<file path="src/rtl/photon_count_uart_tx_if.sv">
// rtl/photon_count_uart_tx_if.sv - sample strobe input and UART line/status outputs of photon_count_uart_tx
interface photon_count_uart_tx_if #(
    parameter int FIFO_DEPTH = 16
);
    localparam int LW = $clog2(FIFO_DEPTH) + 1;

    logic [15:0]   data_in;
    logic          count_valid;
    logic          tx;
    logic          busy;
    logic [LW-1:0] fifo_level;
    logic          overflow;

    modport master (
        output data_in, count_valid,
        input  tx, busy, fifo_level, overflow
    );

    modport slave (
        input  data_in, count_valid,
        output tx, busy, fifo_level, overflow
    );
endinterface

</file>
<file path="src/rtl/photon_count_uart_tx.sv">
// rtl/photon_count_uart_tx.sv - photon count FIFO + UART 8N1 packet sender; `PACKET_CHECKSUM_EN appends an XOR byte
module photon_count_uart_tx #(
    parameter int CLK_HZ     = 50000000,
    parameter int BAUD       = 115200,
    parameter int FIFO_DEPTH = 16
) (
    input  logic                  clk50Mhz,
    input  logic                  rst,
    photon_count_uart_tx_if.slave bus
);
    localparam int DIV = CLK_HZ / BAUD;
    localparam int CW  = $clog2(DIV);
    localparam int AW  = $clog2(FIFO_DEPTH);
    localparam int LW  = AW + 1;

`ifdef PACKET_CHECKSUM_EN
    localparam logic [2:0] LAST_IDX = 3'd4;
`else
    localparam logic [2:0] LAST_IDX = 3'd3;
`endif
    localparam logic [CW-1:0] RELOAD = CW'(DIV - 1);
    localparam logic [LW-1:0] FULL   = LW'(FIFO_DEPTH);
    localparam logic [7:0]    SYNC   = 8'hA5;

    typedef enum logic [2:0] {
        IDLE,
        LOAD,
        START,
        DATA,
        STOP
    } state_t;

    // sample buffer: entries are {seq, count}
    logic [23:0]   mem_q [FIFO_DEPTH];
    logic [AW-1:0] wr_ptr_q, wr_ptr_d;
    logic [AW-1:0] rd_ptr_q, rd_ptr_d;
    logic [LW-1:0] level_q, level_d;
    logic [7:0]    seq_q, seq_d;
    logic          overflow_q, overflow_d;
    logic          fifo_full, fifo_empty;
    logic          push, pop;

    state_t        state_q, state_d;
    logic [23:0]   pkt_q, pkt_d;
    logic [2:0]    idx_q, idx_d;
    logic [7:0]    sh_q, sh_d;
    logic [2:0]    bit_q, bit_d;
    logic [CW-1:0] cnt_q, cnt_d;
    logic          tx_q, tx_d;
    logic          busy_q, busy_d;
    logic [7:0]    byte_sel;

    always_comb begin
        fifo_full  = (level_q == FULL);
        fifo_empty = (level_q == '0);
        // a strobe on a full buffer is dropped even if a pop frees a slot this cycle
        push       = bus.count_valid && !fifo_full;
        pop        = (state_q == IDLE) && !fifo_empty;

        wr_ptr_d   = push ? wr_ptr_q + AW'(1) : wr_ptr_q;
        rd_ptr_d   = pop  ? rd_ptr_q + AW'(1) : rd_ptr_q;

        level_d = level_q;
        case ({push, pop})
            2'b10:   level_d = level_q + LW'(1);
            2'b01:   level_d = level_q - LW'(1);
            default: level_d = level_q;
        endcase

        seq_d      = bus.count_valid ? seq_q + 8'd1 : seq_q;
        overflow_d = overflow_q | (bus.count_valid & fifo_full);
    end

    always_ff @(posedge clk50Mhz) begin
        if (push) begin
            mem_q[wr_ptr_q] <= {seq_q, bus.data_in};
        end
    end

    always_ff @(posedge clk50Mhz) begin
        if (rst) begin
            wr_ptr_q   <= '0;
            rd_ptr_q   <= '0;
            level_q    <= '0;
            seq_q      <= '0;
            overflow_q <= 1'b0;
        end else begin
            wr_ptr_q   <= wr_ptr_d;
            rd_ptr_q   <= rd_ptr_d;
            level_q    <= level_d;
            seq_q      <= seq_d;
            overflow_q <= overflow_d;
        end
    end

    always_comb begin
        byte_sel = SYNC;
        case (idx_q)
            3'd0:    byte_sel = SYNC;
            3'd1:    byte_sel = pkt_q[23:16];
            3'd2:    byte_sel = pkt_q[15:8];
            3'd3:    byte_sel = pkt_q[7:0];
`ifdef PACKET_CHECKSUM_EN
            3'd4:    byte_sel = SYNC ^ pkt_q[23:16] ^ pkt_q[15:8] ^ pkt_q[7:0];
`endif
            default: byte_sel = SYNC;
        endcase
    end

    always_comb begin
        state_d = state_q;
        pkt_d   = pkt_q;
        idx_d   = idx_q;
        sh_d    = sh_q;
        bit_d   = bit_q;
        cnt_d   = (cnt_q == '0) ? '0 : cnt_q - CW'(1);

        case (state_q)
            IDLE: begin
                if (pop) begin
                    pkt_d   = mem_q[rd_ptr_q];
                    idx_d   = 3'd0;
                    state_d = LOAD;
                end
            end
            LOAD: begin
                sh_d    = byte_sel;
                cnt_d   = RELOAD;
                state_d = START;
            end
            START: begin
                if (cnt_q == '0) begin
                    cnt_d   = RELOAD;
                    bit_d   = 3'd0;
                    state_d = DATA;
                end
            end
            DATA: begin
                if (cnt_q == '0) begin
                    cnt_d = RELOAD;
                    if (bit_q == 3'd7) begin
                        state_d = STOP;
                    end else begin
                        bit_d = bit_q + 3'd1;
                        sh_d  = {1'b0, sh_q[7:1]};
                    end
                end
            end
            STOP: begin
                if (cnt_q == '0) begin
                    if (idx_q != LAST_IDX) begin
                        idx_d   = idx_q + 3'd1;
                        state_d = LOAD;
                    end else begin
                        state_d = IDLE;
                    end
                end
            end
            default: state_d = IDLE;
        endcase

        // line and busy are registered from the next state so they change on the state edge
        tx_d = 1'b1;
        if (state_d == START) begin
            tx_d = 1'b0;
        end else if (state_d == DATA) begin
            tx_d = sh_d[0];
        end
        busy_d = (state_d != IDLE);
    end

    always_ff @(posedge clk50Mhz) begin
        if (rst) begin
            state_q <= IDLE;
            pkt_q   <= '0;
            idx_q   <= '0;
            sh_q    <= '0;
            bit_q   <= '0;
            cnt_q   <= '0;
            tx_q    <= 1'b1;
            busy_q  <= 1'b0;
        end else begin
            state_q <= state_d;
            pkt_q   <= pkt_d;
            idx_q   <= idx_d;
            sh_q    <= sh_d;
            bit_q   <= bit_d;
            cnt_q   <= cnt_d;
            tx_q    <= tx_d;
            busy_q  <= busy_d;
        end
    end

    assign bus.tx         = tx_q;
    assign bus.busy       = busy_q;
    assign bus.fifo_level = level_q;
    assign bus.overflow   = overflow_q;
endmodule

</file>
<file path="src/flat_wrapper.sv">
// flat-port wrapper written by rule: the top's interface ports become plain ports
module photon_count_uart_tx_flat 
#(
    parameter int CLK_HZ     = 50000000,
    parameter int BAUD       = 115200,
    parameter int FIFO_DEPTH = 16
)
  (clk50Mhz, rst, bus_data_in, bus_count_valid, bus_tx, bus_busy, bus_fifo_level, bus_overflow);
  photon_count_uart_tx_if #(.FIFO_DEPTH(FIFO_DEPTH)) bus_i ();
  input  logic clk50Mhz;
  input  logic rst;
  input wire logic [$bits(bus_i.data_in)-1:0] bus_data_in;
  input wire logic [$bits(bus_i.count_valid)-1:0] bus_count_valid;
  output wire logic [$bits(bus_i.tx)-1:0] bus_tx;
  output wire logic [$bits(bus_i.busy)-1:0] bus_busy;
  output wire logic [$bits(bus_i.fifo_level)-1:0] bus_fifo_level;
  output wire logic [$bits(bus_i.overflow)-1:0] bus_overflow;
  assign bus_i.data_in = bus_data_in;
  assign bus_i.count_valid = bus_count_valid;
  assign bus_tx = bus_i.tx;
  assign bus_busy = bus_i.busy;
  assign bus_fifo_level = bus_i.fifo_level;
  assign bus_overflow = bus_i.overflow;
  photon_count_uart_tx #(.CLK_HZ(CLK_HZ), .BAUD(BAUD), .FIFO_DEPTH(FIFO_DEPTH)) u_core (.clk50Mhz(clk50Mhz), .rst(rst), .bus(bus_i));
endmodule
</file>
<file path="config.mk">
export PLATFORM = sky130hd
export DESIGN_NAME = photon_count_uart_tx_flat
export DESIGN_NICKNAME = d
export VERILOG_FILES = /design/src/rtl/photon_count_uart_tx_if.sv /design/src/rtl/photon_count_uart_tx.sv /design/src/flat_wrapper.sv
export SDC_FILE = /design/constraint.sdc
export NUM_CORES = 1
export LEC_CHECK = 0
export BUFFER_PORTS_ARGS = -buffer_cell sky130_fd_sc_hd__buf_2
export CAP_MARGIN = 15
export CELL_PAD_IN_SITES_DETAIL_PLACEMENT = 0
export CELL_PAD_IN_SITES_GLOBAL_PLACEMENT = 1
export CORE_MARGIN = 10
export CORE_UTILIZATION = 60
export CTS_BUF_LIST = sky130_fd_sc_hd__clkbuf_2 sky130_fd_sc_hd__clkbuf_4 sky130_fd_sc_hd__clkbuf_8
export DETAILED_ROUTE_END_ITERATION = 12
export PLACE_DENSITY_LB_ADDON = 0.1
export SETUP_SLACK_MARGIN = 0.15
export SLEW_MARGIN = 20
export SYNTH_ARGS = -nofsm -noshare
export SYNTH_HDL_FRONTEND = slang
export SYNTH_SLANG_ARGS = --single-unit
</file>
<file path="constraint.sdc">
create_clock -name clk50Mhz -period 5.74 [get_ports clk50Mhz]
set_input_delay 0.861 -clock clk50Mhz [delete_from_list [all_inputs] [get_ports clk50Mhz]]
set_output_delay 0.861 -clock clk50Mhz [all_outputs]
set_load 0.005 [all_outputs]
</file>
==> results of run 1 <==
## stage by stage
stage | total power, mW | hold slack [ps] | area (µm²)
after floorplan | 5.301 | 435.6 | 18000
after global placement | 5.703 | 443.8 | 18560
after detailed placement | 5.728 | 448.9 | 18560
after CTS | 8.436 | 456.7 | 20000
after global routing | 8.746 | 487.9 | 20000
final | 8.371 | 455.9 | 20000
## where the power goes
part	internal (mW)	switching [mW]	total, mW
Combinational	0.678	0.996	1.67
Sequential	3.80	0.185	3.98
Clock	1.49	1.22	2.71
## logic make-up (layout without fill, tap and decap cells)
family,count (synthesis),count (layout),synth area share [%]
AO/OA/AOI/OAI,179,179,6.896
multiplexers,199,199,11.08
flip-flops,458,458,72.29
buffers and inverters,80,189,2.071
adder cells (fa/ha/maj),19,19,1.362
XOR/XNOR,19,19,0.9245
AND/OR/NAND/NOR,189,189,5.373
## path summary, 6_finish.rpt
kind | start | to | slack, ps | depth (start not counted)
setup / recovery | u_core.state_q[1] | u_core.bus.fifo_level[4] | 1860 | 10
hold / removal | u_core.bit_q[1] | u_core.bit_q[1] | 460 | 2
setup reg to reg | u_core.state_q[1] | u_core.bus.fifo_level[4] | 1860 | 10
hold reg to reg | u_core.bit_q[1] | u_core.bit_q[1] | 460 | 2
## sequential cells by signal, summed over array words and instances, names as in the netlist
signal	flops
u_core.bus.overflow	1
u_core.sh_q	8
u_core.wr_ptr_q	4
u_core.rd_ptr_q	4
u_core.idx_q	3
u_core.pkt_q	24
u_core.mem_q	384
u_core.bus.fifo_level	5
u_core.bit_q	3
u_core.seq_q	8
u_core.cnt_q	9
u_core.bus.busy	1
u_core.state_q	3
u_core.bus.tx	1
## routing by layer
layer / vias up / global-route usage [%] / share of wire, %
met2: 237 / 31.60 / 48
met5: - / 0 / 0.034
li1: 4605 / - / -
met3: 62 / 3.804 / 4.9
met1: 4966 / 27.21 / 45
met4: 2 / 6.209 / 1.8
## critical path: stages (launching register included)
cell      delay [ps]
dfxtp_1          570
or2_0            380
a211o_2          220
clkinv_2         550
ha_1             540
ha_1             320
nor2b_1          150
o21ai_0          210
a21oi_1          100
or3b_2           440
mux2_2           280
## cells in the final DEF (no fill, tap or decap), types with 5 or more instances in the layout
cell type / n
buf_4: 13
buf_2: 26
nor3_2: 5
xor2_1: 11
clkinv_1: 13
nor2_4: 12
a211oi_1: 19
edfxtp_1: 384
mux2i_1: 197
nand4_1: 5
a21oi_1: 18
inv_1: 16
a211oi_2: 8
ha_1: 18
xnor2_1: 8
o22ai_1: 96
clkbuf_4: 30
nand2_1: 21
a221oi_1: 8
nor2_1: 76
nor4_1: 25
clkbuf_8: 81
o21ai_0: 13
nand3_1: 8
nor2b_1: 5
nor3_1: 5
dfxtp_1: 73
## layout make-up
type	instances	area, µm²	share of cell area [%]
Clock buffer	111	1340	6.700
Tap cell	390	488.0	2.440
Multi-Input combinational cell	605	4725	23.62
Timing Repair Buffer	41	267.8	1.339
Clock inverter	20	100.1	0.5004
Sequential cell	458	13020	65.08
Inverter	17	65.06	0.3253
==> run_results.csv, run 1 <==
group,metric,value,unit
setup_path,crit_arrival,4360,ps
logic_synthesis,post_synth_num_cell_types,58,
die,die_area,37330,µm²
timing,fin_crit_sh,67.66,%
routing,drtIter0Drc,736,
routing,drc,0,
cts,cts_root_buf,"clkbuf_8",
logic_synthesis,syn_inst,1143,
logic_synthesis,async_flop_share,0,%
logic_synthesis,synth-edff-count,384,
cts,post_cts_resized,0,
logic_synthesis,synth_area_leaders,"edfxtp_1 64%, mux2i_1 11%, dfxtp_1 8.2%, o22ai_1 3.3%, nor2_1 1.8%",
power_and_ir_drop,leakage,6.349,nW
timing,max_freq,0.2575,GHz
cells_and_area,num_antenna_cells,0,
cts,post-cts-setup-buffer-count,0,
outcome,outcome,"complete, no violations",
cts,cts_tree,"built",
cells_and_area,drive_gt1_share,16.21,%
die,coreArea,29640,µm²
global_route,grt_max_degree,84,
global_route,grt_antenna_before_repair,1,
flow_run,cap_violations,0,
logic_synthesis,yosysTopAreaCell,"edfxtp_1",
logic_synthesis,yosys-top-cells-count,"384 x edfxtp_1, 197 x mux2i_1, 96 x o22ai_1",
cts,clkLatencyLatePin,600,ps
routing,avgViaCountPerCell,6.012,
timing,worst_pin_slew,1091,ps
cts,clockBufferDepth,3,
cells_and_area,synthToLayoutAreaGrowth,11.12,%
setup_path,worstPathRequired,6210,ps
routing,wl_per_cell,23.30,µm
power_and_ir_drop,ir_drop,0.0002260,V
cells_and_area,fin_util,67.49,%
timing,finalWorstSetupSlack,1856,ps
placed_design,pre_cts_ws,1854,ps
timing,hold_viol,0,
cells_and_area,final_cells,1642,
cts,h-tree-depth,3,
routing,finalWirelength,38.26,mm
placed_design,portBuffers,26,
logic_synthesis,mappedNetlistNets,1181,
placed_design,place_congestion,0.8010,
die,die_x,193.2,µm
setup_path,cp_max_fo,53,
placed_design,dpl.hpwl,21.47,mm
min_path,hold_class,"register to register",
timing,fin_crit,3884,ps
setup_path,path_class,"register to register",
global_route,grt_first_pass_wirelength,57.90,mm
timing,finalSetupViolCount,0,
logic_synthesis,synth_area,18000,µm²
logic_synthesis,ys_warn_count,0,
timing,finalMaxSlewViolations,0,
routing,vias,9872,
cts,hold_buffers,0,
die,initial_core_util,60.73,%
die,die_y,193.2,µm
die,rows,63,
logic_synthesis,ys_ff_latch,458,
die,io_pins,27,
timing,setup_tns,0,ps
logic_synthesis,yosysMostFrequentCell,"edfxtp_1",
routing,firstDrtPassIters,5,
global_route,grt_pass1_vias,9808,
setup_path,cp-start-kind,"register",
global_route,globalRouteTotalUtil,19.88,%
cells_and_area,num-fill-cells,2111,
placed_design,place_inst,1511,
cts,cts_buffers,75,
timing,clock_skew,31.55,ps
power_and_ir_drop,powerDensity,418.5,nW/µm²
cts,cts.clk_slew.worst_paths,60,ps
setup_path,worstSetupEndpointType,"register",
logic_synthesis,yosys.area.top_type_share,64.06,%
cells_and_area,finalNetCount,1236,
global_route,overflow,0,
routing,drtAntennaViolNets,0,
logic_synthesis,ys_seq_area_share,72.29,%
cts,cts_sinks,458,
logic_synthesis,synth_ff_type,"edfxtp_1",
logic_synthesis,syn_area_per_cell,15.75,µm²
timing,rsz0062_at_grt,"no",
timing,max_slew_margin,26.63,%
(Power assumes the default switching activity.)
==> run 2: changes to the inputs <==
--- a/config.mk
+++ b/config.mk
@@ -10,7 +10,7 @@
 export CELL_PAD_IN_SITES_DETAIL_PLACEMENT = 0
 export CELL_PAD_IN_SITES_GLOBAL_PLACEMENT = 1
 export CORE_MARGIN = 10
-export CORE_UTILIZATION = 60
+export CORE_UTILIZATION = 56
 export CTS_BUF_LIST = sky130_fd_sc_hd__clkbuf_2 sky130_fd_sc_hd__clkbuf_4 sky130_fd_sc_hd__clkbuf_8
 export DETAILED_ROUTE_END_ITERATION = 12
 export PLACE_DENSITY_LB_ADDON = 0.1
==> constraint.sdc (replaced) <==
create_clock -name clk50Mhz -period 3.6 [get_ports clk50Mhz]
set_input_delay 0.54 -clock clk50Mhz [delete_from_list [all_inputs] [get_ports clk50Mhz]]
set_output_delay 0.54 -clock clk50Mhz [all_outputs]
set_load 0.005 [all_outputs]
==> run_results.csv, run 2 (same netlist as run 1, synthesis figures left out) <==
group,metric,value,unit
cells_and_area,mostFrequentLayoutCell,"edfxtp_1",
cts,post-cts-setup-buffer-count,0,
setup_path,reg2reg_slack,640,ps
min_path,hold_class,"input pin to register",
timing,finalSetupViolCount,0,
cts,post_cts_resized,0,
timing,hold_viol,0,
setup_path,crit_buf_inv,2,
global_route,globalRouteTotalUtil,20.19,%
routing,drtAntennaViolNets,0,
cells_and_area,fin_area,20270,µm²
timing,fin_crit_sh,82.23,%
setup_path,crit_arrival,3430,ps
timing,setup_tns,0,ps
timing,worst_pin_slew,947.4,ps
cts,cts_tree,"built",
routing,drc,0,
global_route,grt_antenna_before_repair,0,
setup_path,max_stage_delay,450,ps
cells_and_area,reg_top3,"u_core.mem_q x384, u_core.pkt_q x24, u_core.cnt_q x9",
cells_and_area,largest_reg_flops,384,
timing,clock_skew,44.14,ps
cts,hold_buffers,0,
power_and_ir_drop,leakage,6.485,nW
setup_path,worstSetupEndpointType,"register",
cts,clkLatencyLatePin,600,ps
timing,max_freq,0.3378,GHz
cells_and_area,finalNetCount,1259,
setup_path,crit_family,"simple AND/OR/NAND/NOR gates",
cts,h-tree-depth,3,
routing,avgViaCountPerCell,5.965,
setup_path,cp-start-kind,"register",
routing,wl_per_cell,23.40,µm
power_and_ir_drop,powerDensity,662.3,nW/µm²
routing,vias,10020,
timing,max_slew_margin,36.69,%
cts,clockBufferDepth,3,
placed_design,post_dp_cell_area,18830,µm²
setup_path,worstPathRequired,4070,ps
placed_design,portBuffers,26,
setup_path,worstSetupEndpoint,"u_core.bus.fifo_level[4]",
timing,rsz0062_at_grt,"no",
global_route,overflow,0,
die,coreArea,31640,µm²
die,io_pins,27,
cells_and_area,synthToLayoutAreaGrowth,12.60,%
setup_path,cp_max_fo,8,
cells_and_area,final_cell_mix,"384 x edfxtp_1, 197 x mux2i_1, 96 x o22ai_1, 81 x clkbuf_8, 76 x nor2_1",
setup_path,path_class,"register to register",
global_route,grt_max_degree,71,
routing,drtIter0Drc,661,
setup_path,crit_chain,"or2_0 -> a211o_2 -> clkinv_2 -> ha_1 -> inv_1 -> fa_1 -> nor2b_1 -> o21ai_0 -> nand3_1 -> or3b_2 -> mux2_2",
placed_design,dpl.hpwl,22.56,mm
timing,finalMaxSlewViolations,0,
global_route,use_met2,31.17,%
cells_and_area,top_register,"u_core.mem_q",
timing,fin_crit,2960,ps
cells_and_area,num_antenna_cells,0,
setup_path,startpoint,"u_core.state_q[0]",
power_and_ir_drop,ir_drop,0.0004784,V
outcome,outcome,"complete, no violations",
cts,cts.clk_slew.worst_paths,60,ps
setup_path,r2r_cells,11,
setup_path,crit-reg2reg-launch,"u_core.state_q[0]",
routing,firstDrtPassIters,7,
die,initial_core_util,56.90,%
die,die_x,199.3,µm
cells_and_area,drive_gt1_share,17.68,%
flow_run,cap_violations,0,
die,die_y,199.3,µm
setup_path,rr_endpoint,"u_core.bus.fifo_level[4]",
die,die_area,39710,µm²
setup_path,worst-path-stages,11,
placed_design,place_congestion,0.7970,
die,rows,65,
global_route,grt_pass1_vias,9947,
routing,finalWirelength,39.31,mm
cts,cts_buffers,74,
global_route,grt_first_pass_wirelength,59.66,mm
cts,cts_root_buf,"clkbuf_8",
global_route,use_met1,27.61,%
cts,cts_sinks,458,
setup_path,slowest_stage,"or3b_2",
global_route,grt_busiest_layer,"met2",
global_route,met3_usage,3.886,%
-- run 2: changes by cell type in the layout (fill, tap and decap cells not counted) --
cell / change
inv_6: -1
clkinv_2: +1
buf_12: +6
buf_4: +18
clkinv_1: +3
inv_8: -1
-- run 2: cell type report --
type                       count  area (µm²)
timing repair buffer          65       523.0
multi-input combinational    605        4725
fill                        2282       11370
clock inverter                22       96.34
clock buffer                 111        1340
inverter                      17       65.06
sequential                   458       13020
tap                          402       503.0
-- run 2: worst min-delay path by stage --
stage / startpoint / end / slack [ps] / cells past startpoint
final: bus_data_in[5] / u_core.mem_q[10][5] / 320 / 1
after global placement: u_core.bit_q[1] / u_core.bit_q[1] / 440 / 2
after detailed placement: u_core.bit_q[2] / u_core.bit_q[2] / 460 / 2
after floorplan: u_core.bit_q[1] / u_core.bit_q[1] / 440 / 2
after CTS: bus_data_in[5] / u_core.mem_q[10][5] / 290 / 1
after global routing: bus_data_in[6] / u_core.mem_q[15][6] / 310 / 1
-- run 2: report_power, final --
part	switching, mW	internal (mW)
Clock	1.93	2.37
Combinational	1.68	1.16
Sequential	0.228	6.06
-- run 2: layer usage --
metal,share of wire [%],up-vias
met5,0,-
met4,3.2,0
met3,6.1,86
met2,46,301
met1,44,4978
li1,-,4656
-- run 2: worst reg2reg max path: stages, from the launching register on --
cell and delay [ps]:
dfxtp_1 380, or2_0 250, a211o_2 360, clkinv_2 60, ha_1 230, inv_1 100
fa_1 380, nor2b_1 150, o21ai_0 120, nand3_1 90, or3b_2 450, mux2_2 280
-- run 2: stage by stage --
| stage | hold WS (ps) | power (mW) | util, % | setup slack (ps) | instances |
|---|---|---|---|---|---|
| detailed placement | 461.8 | 9.234 | 59.53 | 650.7 | 1547 |
| CTS | 289.1 | 13.53 | 64.07 | 644.0 | 1680 |
| floorplan | 435.6 | 8.452 | - | 153.0 | 1143 |
| finish | 324.4 | 13.42 | 64.07 | 639.7 | 1680 |
| global route | 307.4 | 14.06 | 64.07 | 438.0 | 1680 |
| global placement | 443.9 | 9.210 | 59.53 | 668.1 | 1547 |
==> run 3: changes to the inputs <==
--- a/config.mk
+++ b/config.mk
@@ -10,7 +10,7 @@
 export CELL_PAD_IN_SITES_DETAIL_PLACEMENT = 0
 export CELL_PAD_IN_SITES_GLOBAL_PLACEMENT = 1
 export CORE_MARGIN = 10
-export CORE_UTILIZATION = 56
+export CORE_UTILIZATION = 50
 export CTS_BUF_LIST = sky130_fd_sc_hd__clkbuf_2 sky130_fd_sc_hd__clkbuf_4 sky130_fd_sc_hd__clkbuf_8
 export DETAILED_ROUTE_END_ITERATION = 12
 export PLACE_DENSITY_LB_ADDON = 0.1
==> constraint.sdc (replaced) <==
create_clock -name clk50Mhz -period 2.6 [get_ports clk50Mhz]
set_input_delay 0.39 -clock clk50Mhz [delete_from_list [all_inputs] [get_ports clk50Mhz]]
set_output_delay 0.39 -clock clk50Mhz [all_outputs]
set_load 0.005 [all_outputs]
==> run_results.csv, run 3 (same netlist as run 1, synthesis figures left out) <==
group,metric,value,unit
cells_and_area,top_register,"u_core.mem_q",
setup_path,reg2reg_slack,60,ps
timing,hold_viol,0,
timing,max_freq,0.3939,GHz
timing,setup_tns,0,ps
global_route,grt_antenna_before_repair,0,
timing,fin_crit,2539,ps
cells_and_area,seqCellArea,13020,µm²
cts,cts_root_buf,"clkbuf_8",
placed_design,portBuffers,26,
routing,drtAntennaViolNets,0,
placed_design,place_congestion,0.7944,
setup_path,crit_chain,"nor4_4 -> a21boi_2 -> inv_2 -> ha_4 -> inv_4 -> fa_2 -> nor2b_4 -> o21ai_2 -> nand3_1 -> or3b_4 -> mux2_4",
cells_and_area,multi_input_area,4817,µm²
cts,cts_tree,"built",
power_and_ir_drop,powerDensity,921.5,nW/µm²
routing,wl_per_cell,22.94,µm
timing,clock_skew,32.63,ps
outcome,outcome,"complete, no violations",
power_and_ir_drop,swShare,28.28,%
power_and_ir_drop,pwr-share-seq,45.1,%
global_route,met3_usage,3.623,%
cts,cts.clk_slew.worst_paths,60,ps
routing,drc,0,
min_path,worstHoldStart,"bus_data_in[8]",
setup_path,r2r_cells,11,
cells_and_area,num-fill-cells,2787,
cts,clkLatencyLatePin,620,ps
cells_and_area,fin_util,58.50,%
die,rows,69,
cells_and_area,num_antenna_cells,0,
setup_path,worstSetupEndpointType,"register",
power_and_ir_drop,ir_drop,0.0005171,V
die,initial_core_util,50.61,%
setup_path,worstPathRequired,3080,ps
routing,vias,9999,
timing,max_slew_margin,23.03,%
setup_path,crit-reg2reg-launch,"u_core.bus.fifo_level[0]",
timing,fin_crit_sh,97.64,%
global_route,use_met2,30.19,%
global_route,use_met1,24.08,%
die,die_y,209.7,µm
cells_and_area,mostFrequentLayoutCell,"edfxtp_1",
routing,drtIter0Drc,762,
placed_design,dpl.hpwl,22.47,mm
timing,finalSetupViolCount,0,
power_and_ir_drop,leakage,6.678,nW
routing,firstDrtPassIters,5,
cts,cts_sinks,458,
setup_path,slowest_stage,"nor4_4",
min_path,hold_class,"input pin to register",
flow_run,cap_violations,0,
min_path,holdPathStages,1,
global_route,grt_pass1_vias,9974,
cells_and_area,final_cell_mix,"384 x edfxtp_1, 197 x mux2i_1, 96 x o22ai_1, 84 x clkbuf_8, 76 x nor2_1",
cells_and_area,drive_gt1_share,20.90,%
cells_and_area,finalNetCount,1294,
timing,worst_pin_slew,1152,ps
die,io_pins,27,
timing,finalMaxSlewViolations,0,
global_route,grt_first_pass_wirelength,61.50,mm
power_and_ir_drop,clockPowerShare,32.2,%
routing,finalWirelength,40.66,mm
global_route,globalRouteTotalUtil,18.50,%
power_and_ir_drop,switchingPower,5.424,mW
min_path,hold_end,"u_core.mem_q[4][8]",
global_route,overflow,0,
power_and_ir_drop,p_int,13.75,mW
power_and_ir_drop,finalPower,19.18,mW
die,coreArea,35570,µm²
routing,avgViaCountPerCell,5.643,
setup_path,rr_endpoint,"u_core.bus.fifo_level[4]",
setup_path,cp-start-kind,"register",
setup_path,crit_arrival,3020,ps
die,die_x,209.7,µm
cts,clockBufferDepth,3,
setup_path,cp_max_fo,3,
power_and_ir_drop,combPwrFrac,22.7,%
timing,rsz0062_at_grt,"yes",
cells_and_area,reg_top3,"u_core.mem_q x384, u_core.pkt_q x24, u_core.cnt_q x9",
cells_and_area,synthToLayoutAreaGrowth,15.61,%
cts,h-tree-depth,3,
setup_path,max_stage_delay,380,ps
setup_path,startpoint,"u_core.bus.fifo_level[0]",
setup_path,crit_family,"simple AND/OR/NAND/NOR gates",
setup_path,path_class,"register to register",
global_route,grt_busiest_layer,"met2",
setup_path,crit_buf_inv,2,
cells_and_area,largest_reg_flops,384,
cts,cts_buffers,77,
die,die_area,43990,µm²
global_route,grt_max_degree,67,
[run 3: worst max path at each step]
stage / to / slack (ps) / cells past startpoint
floorplan: u_core.bus.fifo_level[4] / -170 / 13
global placement: u_core.bus.fifo_level[4] / -10 / 10
detailed placement: u_core.bus.fifo_level[4] / -7 / 10
CTS: u_core.bus.fifo_level[4] / 70 / 11
global route: u_core.bus.fifo_level[4] / 10 / 11
finish: u_core.bus.fifo_level[4] / 60 / 11
[run 3: per-stage QoR]
step	hold WS [ps]	setup slack [ps]	std cells	cell area, µm²
2_1_floorplan	435.6	-167.3	1143	18120
3_3_place_gp	442.8	-11.85	1634	19240
3_5_place_dp	453.4	-7.320	1634	19240
4_1_cts	98.95	70.11	1771	20790
5_1_grt	105.5	11.52	1772	20810
6_report	140.8	61.39	1772	20810
[run 3: area by class of cell]
type	count	share of cell area [%]
Sequential cell	458	62.58
Clock inverter	23	0.6614
Timing Repair Buffer	97	3.968
Multi-Input combinational cell	605	23.15
Tap cell	461	2.772
Clock buffer	111	6.530
Inverter	17	0.3427
[run 3: worst reg2reg max path, cell delays in order (launching register included)]
cell      delay (ps)
dfxtp_2          330
nor4_4           380
a21boi_2         120
inv_2             80
ha_4             170
inv_4             40
fa_2             360
nor2b_4          150
o21ai_2           70
nand3_1           60
or3b_4           380
mux2_4           300
[run 3: routing by layer]
| metal | up-vias | wire, µm |
|---|---|---|
| li1 | 4713 | - |
| met4 | 0 | 1059 |
| met2 | 234 | 19880 |
| met5 | - | 0 |
| met3 | 80 | 1635 |
| met1 | 4972 | 18080 |
[run 3: power by group through the flow]
stage	Clock (mW)	Sequential [mW]	Combinational [mW]
after floorplan	0	8.72	3.09
after global placement	0	8.79	4.24
after detailed placement	0	8.80	4.26
after CTS	6.33	8.65	4.34
after global routing	6.69	8.69	4.74
final	6.17	8.66	4.34
[run 3: what timing repair did]
action                                 4_1_cts  5_1_grt
hold buffers                                 0        0
endpoints found under the hold margin        0        0
gates resized for setup                      9        3
pin swaps                                    9        4
setup buffers                                3        1
setup endpoints to repair                    1      140
